$ cat config.mk
export PLATFORM = sky130hd
export DESIGN_NAME = multi_lane_serializer
export DESIGN_NICKNAME = d
export VERILOG_FILES = /design/src/rtl/lane_ser_pkg.sv /design/src/rtl/lane_ser_shift.sv /design/src/rtl/multi_lane_serializer.sv
export SDC_FILE = /design/constraint.sdc
export NUM_CORES = 1
export LEC_CHECK = 0
export BUFFER_PORTS_ARGS = -buffer_cell sky130_fd_sc_hd__buf_4
export CAP_MARGIN = 10
export CORE_UTILIZATION = 25
export CTS_CLUSTER_DIAMETER = 200
export CTS_CLUSTER_SIZE = 40
export DETAILED_ROUTE_END_ITERATION = 8
export SYNTH_ARGS = -nofsm -noshare
export SYNTH_HDL_FRONTEND = slang
export SYNTH_HIERARCHICAL = 1
export SYNTH_SLANG_ARGS = --single-unit
$ cat constraint.sdc
create_clock -name clk -period 9.8 [get_ports clk]
set_input_delay 1.96 -clock clk [delete_from_list [all_inputs] [get_ports clk]]
set_output_delay 1.96 -clock clk [all_outputs]
set_load 0.02 [all_outputs]
$ cat src/rtl/lane_ser_pkg.sv
// Shared encodings for the multi-lane serializer: gen_speed codes, frame lengths, FSM states.
package lane_ser_pkg;

  localparam logic [1:0] GEN_SPD_8A  = 2'b00;
  localparam logic [1:0] GEN_SPD_132 = 2'b01;
  localparam logic [1:0] GEN_SPD_66  = 2'b10;
  localparam logic [1:0] GEN_SPD_8B  = 2'b11;

  localparam int unsigned FRAME_LEN_8   = 8;
  localparam int unsigned FRAME_LEN_66  = 66;
  localparam int unsigned FRAME_LEN_132 = 132;

  typedef enum logic {
    ST_IDLE,
    ST_SHIFT
  } ser_state_t;

  function automatic int unsigned frame_len(input logic [1:0] gs);
    case (gs)
      GEN_SPD_132:            return FRAME_LEN_132;
      GEN_SPD_66:             return FRAME_LEN_66;
      GEN_SPD_8A, GEN_SPD_8B: return FRAME_LEN_8;
      default:                return FRAME_LEN_8;
    endcase
  endfunction

endpackage

$ cat src/rtl/lane_ser_shift.sv
// One lane of the serializer: registered LSB-first shifter, bit 0 appears on the load edge.
// Output bit is forced to 0 whenever neither loading nor shifting, and on synchronous clear.
module lane_ser_shift #(
  parameter int WORD_W = 132
) (
  input  logic              clk,
  input  logic              rst,
  input  logic              clr,
  input  logic              load,
  input  logic              shift,
  input  logic [WORD_W-1:0] word,
  output logic              tx_bit
);

  logic [WORD_W-1:0] sreg;

  always_ff @(posedge clk or posedge rst) begin
    if (rst) begin
      sreg   <= '0;
      tx_bit <= 1'b0;
    end else if (clr) begin
      sreg   <= '0;
      tx_bit <= 1'b0;
    end else if (load) begin
      tx_bit <= word[0];
      sreg   <= word >> 1;
    end else if (shift) begin
      tx_bit <= sreg[0];
      sreg   <= sreg >> 1;
    end else begin
      tx_bit <= 1'b0;
    end
  end

endmodule

$ cat src/rtl/multi_lane_serializer.sv
// Lockstep multi-lane serializer with one-deep holding register; first bit one cycle after accept.
// Optional saturating underrun counter when LANE_SER_UNDERRUN_CNT_EN is defined.
module multi_lane_serializer
  import lane_ser_pkg::*;
#(
  parameter int NUM_LANES = 2,
  parameter int WORD_W    = 132
) (
  input  logic                          clk,
  input  logic                          rst,
  input  logic                          enable,
  input  logic [1:0]                    gen_speed,
  input  logic [NUM_LANES*WORD_W-1:0]   in_data,
  input  logic                          in_valid,
  output logic                          in_ready,
  output logic [NUM_LANES-1:0]          lane_tx_out,
  output logic                          tx_valid,
  output logic                          scr_rst,
  output logic                          underrun
`ifdef LANE_SER_UNDERRUN_CNT_EN
  ,
  output logic [7:0]                    underrun_cnt
`endif
);

  localparam int CNT_W = $clog2(WORD_W);

  ser_state_t                  state, state_nxt;
  logic [NUM_LANES*WORD_W-1:0] hold_data;
  logic                        hold_full, hold_full_nxt;
  logic [CNT_W-1:0]            bit_cnt, bit_cnt_nxt;
  logic                        last_bit, load_now, accept, shift_en;
  logic                        tx_valid_nxt, scr_rst_nxt, underrun_nxt;

  // Holding register drains into the shifters either from idle or on the last bit (no gap).
  assign last_bit = (state == ST_SHIFT) && (bit_cnt == '0);
  assign load_now = enable && hold_full && ((state == ST_IDLE) || last_bit);
  assign in_ready = enable && (!hold_full || load_now);
  assign accept   = in_valid && in_ready;

  always_comb begin
    state_nxt     = state;
    bit_cnt_nxt   = bit_cnt;
    hold_full_nxt = hold_full;
    shift_en      = 1'b0;
    tx_valid_nxt  = 1'b0;
    scr_rst_nxt   = 1'b0;
    underrun_nxt  = 1'b0;
    if (!enable) begin
      state_nxt     = ST_IDLE;
      bit_cnt_nxt   = '0;
      hold_full_nxt = 1'b0;
    end else begin
      hold_full_nxt = accept || (hold_full && !load_now);
      if (load_now) begin
        state_nxt    = ST_SHIFT;
        bit_cnt_nxt  = CNT_W'(frame_len(gen_speed) - 1);
        tx_valid_nxt = 1'b1;
        scr_rst_nxt  = 1'b1;
      end else if (state == ST_SHIFT) begin
        if (last_bit) begin
          state_nxt    = ST_IDLE;
          underrun_nxt = 1'b1;
        end else begin
          shift_en     = 1'b1;
          bit_cnt_nxt  = bit_cnt - CNT_W'(1);
          tx_valid_nxt = 1'b1;
        end
      end
    end
  end

  always_ff @(posedge clk or posedge rst) begin
    if (rst) begin
      state     <= ST_IDLE;
      bit_cnt   <= '0;
      hold_full <= 1'b0;
      hold_data <= '0;
      tx_valid  <= 1'b0;
      scr_rst   <= 1'b0;
      underrun  <= 1'b0;
    end else begin
      state     <= state_nxt;
      bit_cnt   <= bit_cnt_nxt;
      hold_full <= hold_full_nxt;
      tx_valid  <= tx_valid_nxt;
      scr_rst   <= scr_rst_nxt;
      underrun  <= underrun_nxt;
      if (accept) hold_data <= in_data;
    end
  end

  for (genvar k = 0; k < NUM_LANES; k++) begin : g_lane
    lane_ser_shift #(.WORD_W(WORD_W)) u_shift (
      .clk    (clk),
      .rst    (rst),
      .clr    (!enable),
      .load   (load_now),
      .shift  (shift_en),
      .word   (hold_data[k*WORD_W +: WORD_W]),
      .tx_bit (lane_tx_out[k])
    );
  end

`ifdef LANE_SER_UNDERRUN_CNT_EN
  always_ff @(posedge clk or posedge rst) begin
    if (rst) begin
      underrun_cnt <= '0;
    end else if (underrun_nxt && (underrun_cnt != 8'hFF)) begin
      underrun_cnt <= underrun_cnt + 8'd1;
    end
  end
`endif

endmodule

==> out/results.tsv <==
metric	value	unit
worst_slew_pin_slew	1.163	ns
yosysMostFrequentCell	dfrtp_1	
ir_drop	113.6	µV
p_int	3.359	mW
drive_gt1_share	29.02	%
hold_slack	0.5156	ns
crit_fanout	55	
synth_common_cells	dfrtp_1, a211oi_1, mux2i_1	
totalWireLength	56.88	mm
async_flop_share	100.0	%
finalClockSkew	0.02692	ns
drv.max_cap_violation_count	0	
synth.yosys.seq_area_share	52.79	%
routed_via_density	4.323	
synth.distinct_cells	47	
synthesis.nets	2125	
synth_area	25600	µm²
grt_first_pass_wirelength	89.87	mm
drv_slew	0	
htree_levels	1	
clockBufferDepth	3	
synth_top_area_share	52.79	%
finalHoldViolCount	0	
design_area	28800	µm²
period_share	47.84	%
slew_headroom	22.44	%
drt_pre_antenna_iters	4	
tns	0	ns
wl_per_cell	16.84	µm
initial_core_util	25.20	%
grt_pass1_vias	15238	
setup-violations-final	0	
die_y	322.0	µm
dp_hpwl	35.52	mm
antenna_found_initial	1	
crit_path_start_kind	primary input	
cp.arrival	2.73	ns
required	7.84	ns
area_growth	12.52	%
synth_edf_count	0	
yosysWarnings	6	
pwr-share-clk	22.0	%
numPortBuffers	275	
cts_tree	built	
num_rows	117	
grt_start_max_net_pins	139	
post_cts_buffers	0	
io_pins	276	
cts_root_buffer	clkbuf_16	
p_sw_share	27.41	%
synthTopCellsByArea	dfrtp_1, mux2_4, mux2i_1, a211oi_1, nor2b_1	
ant_nets	0	
p_total	4.628	mW
yosysTopAreaCell	dfrtp_1	
place_area	28350	µm²
drc	0	
core	101600	µm²
clk_latency	0.58	ns
gp_congestion	0.7488	
critPathKind	in2out	
met2_usage	17.76	%
rsz0062_at_grt	no	
combPwrFrac	19.8	%
p_leak	12.37	nW
cts_hold_buf	0	
period_minus_slack	4.688	ns
grt_use_total	10.71	%
drtIter0Drc	837	
cts.clk_slew.worst_paths	0.14	ns
grt_overflow	0	
cts-buffers-inserted	17	
route.vias.total	14603	
die_width	322.0	µm
synth_seq_cells	540	
p_sw	1.268	mW
busiest_layer	met2	
fin_nets	2282	
avgSynthCellArea	13.82	µm²
cts_sinks	540	
sequentialPowerShare	58.2	%
end_kind	output port	
die_area	103700	µm²
yosys_most_used_dff	dfrtp_1	
postSynthCellCount	1852	
fmax	213.3	MHz
outcome	finished, final reports clean	
met3_usage	1.019	%
groute.layer.met1.usage	15.19	%
powerDensity	160.7	nW/µm²
post_cts_resized	0	
min_path_type	reg2reg	
power by group through the flow:
stage	Combinational (mW)	Clock, mW	Sequential (mW)
2_1_floorplan	0.756	0	2.67
3_5_place_dp	0.923	0	2.74
4_1_cts	0.929	1.08	2.70
3_3_place_gp	0.914	0	2.74
6_report	0.914	1.02	2.69
5_1_grt	0.997	1.15	2.73
critical path, stage by stage:
cell,delay (ns)
buf_4,0.16
inv_8,0.14
a21oi_4,0.26
buf_4,0.20
cell families after synthesis:
logic type      after synthesis  share of synthesized area, %
simple gates                317                         7.483
mux                         527                         25.71
fa+ha+maj                     3                        0.1467
compound gates              299                         8.720
flops                       540                         52.79
buf+inv                     165                         5.113
xor+xnor                      1                       0.03422
registers in the layout, indices dropped and copies added (netlist names):
| name | flops |
|---|---|
| hold_data | 264 |
| bit_cnt | 8 |
| underrun | 1 |
| g_lane.u_shift/sreg | 262 |
| state | 1 |
| hold_full | 1 |
| g_lane.u_shift/tx_bit | 2 |
| scr_rst | 1 |
metrics by stage:
stage / util (%) / worst slack [ns] / std cells
after CTS: 28.35 / 5.106 / 3377
after global routing: 28.35 / 4.950 / 3378
after floorplan: - / 0.2312 / 1852
after detailed placement: 27.91 / 4.560 / 3358
final: 28.35 / 5.112 / 3378
after global placement: 27.91 / 4.670 / 3358
worst paths after layout:
path	startpoint	to	slack, ns	depth (start not counted)
hold / removal	hold_data[67]	hold_data[67]	0.52	1
max in group asynchronous	rst	hold_data[122]	6.91	3
setup / recovery	enable	in_ready	5.11	4
hold reg to reg	hold_data[67]	hold_data[67]	0.52	1
min in group asynchronous	rst	hold_data[243]	1.47	2
setup reg to reg	bit_cnt[5]	g_lane[1].u_shift/sreg[35]	5.30	7
final cells by class:
class / count / area, µm²
inverter: 11 / 71.32
fill: 10458 / 72790
tap: 1368 / 1712
antenna: 1 / 2.502
timing repair buffer: 292 / 2255
multi-input combinational: 1147 / 10800
clock buffer: 17 / 425.4
sequential: 540 / 13510
clock inverter: 2 / 25.02
layer usage:
metal | part of all wire, % | wire (µm) | vias to the layer above
li1 | - | - | 6959
met1 | 48 | 27140 | 7440
met3 | 2.6 | 1454 | 33
met5 | 0 | 0 | -
met4 | 1.1 | 646 | 0
met2 | 49 | 27640 | 171
layout by cell type (no fill, tap or decap), types with 3 or more instances in the layout:
master and n:
mux2_4 260, mux2_1 4, ha_1 3, nor2_1 14, buf_12 5, a21oi_1 8
inv_1 5, nor2b_1 260, o21ai_0 6, dfrtp_1 540, o22ai_1 3, a211oi_1 262
nand2b_1 3, o31a_1 3, buf_4 287, nor4_1 5, mux2i_1 262, clkbuf_16 17
nand3b_1 4, nand2_1 16
No activity file was read; power rests on OpenSTA's default activity.
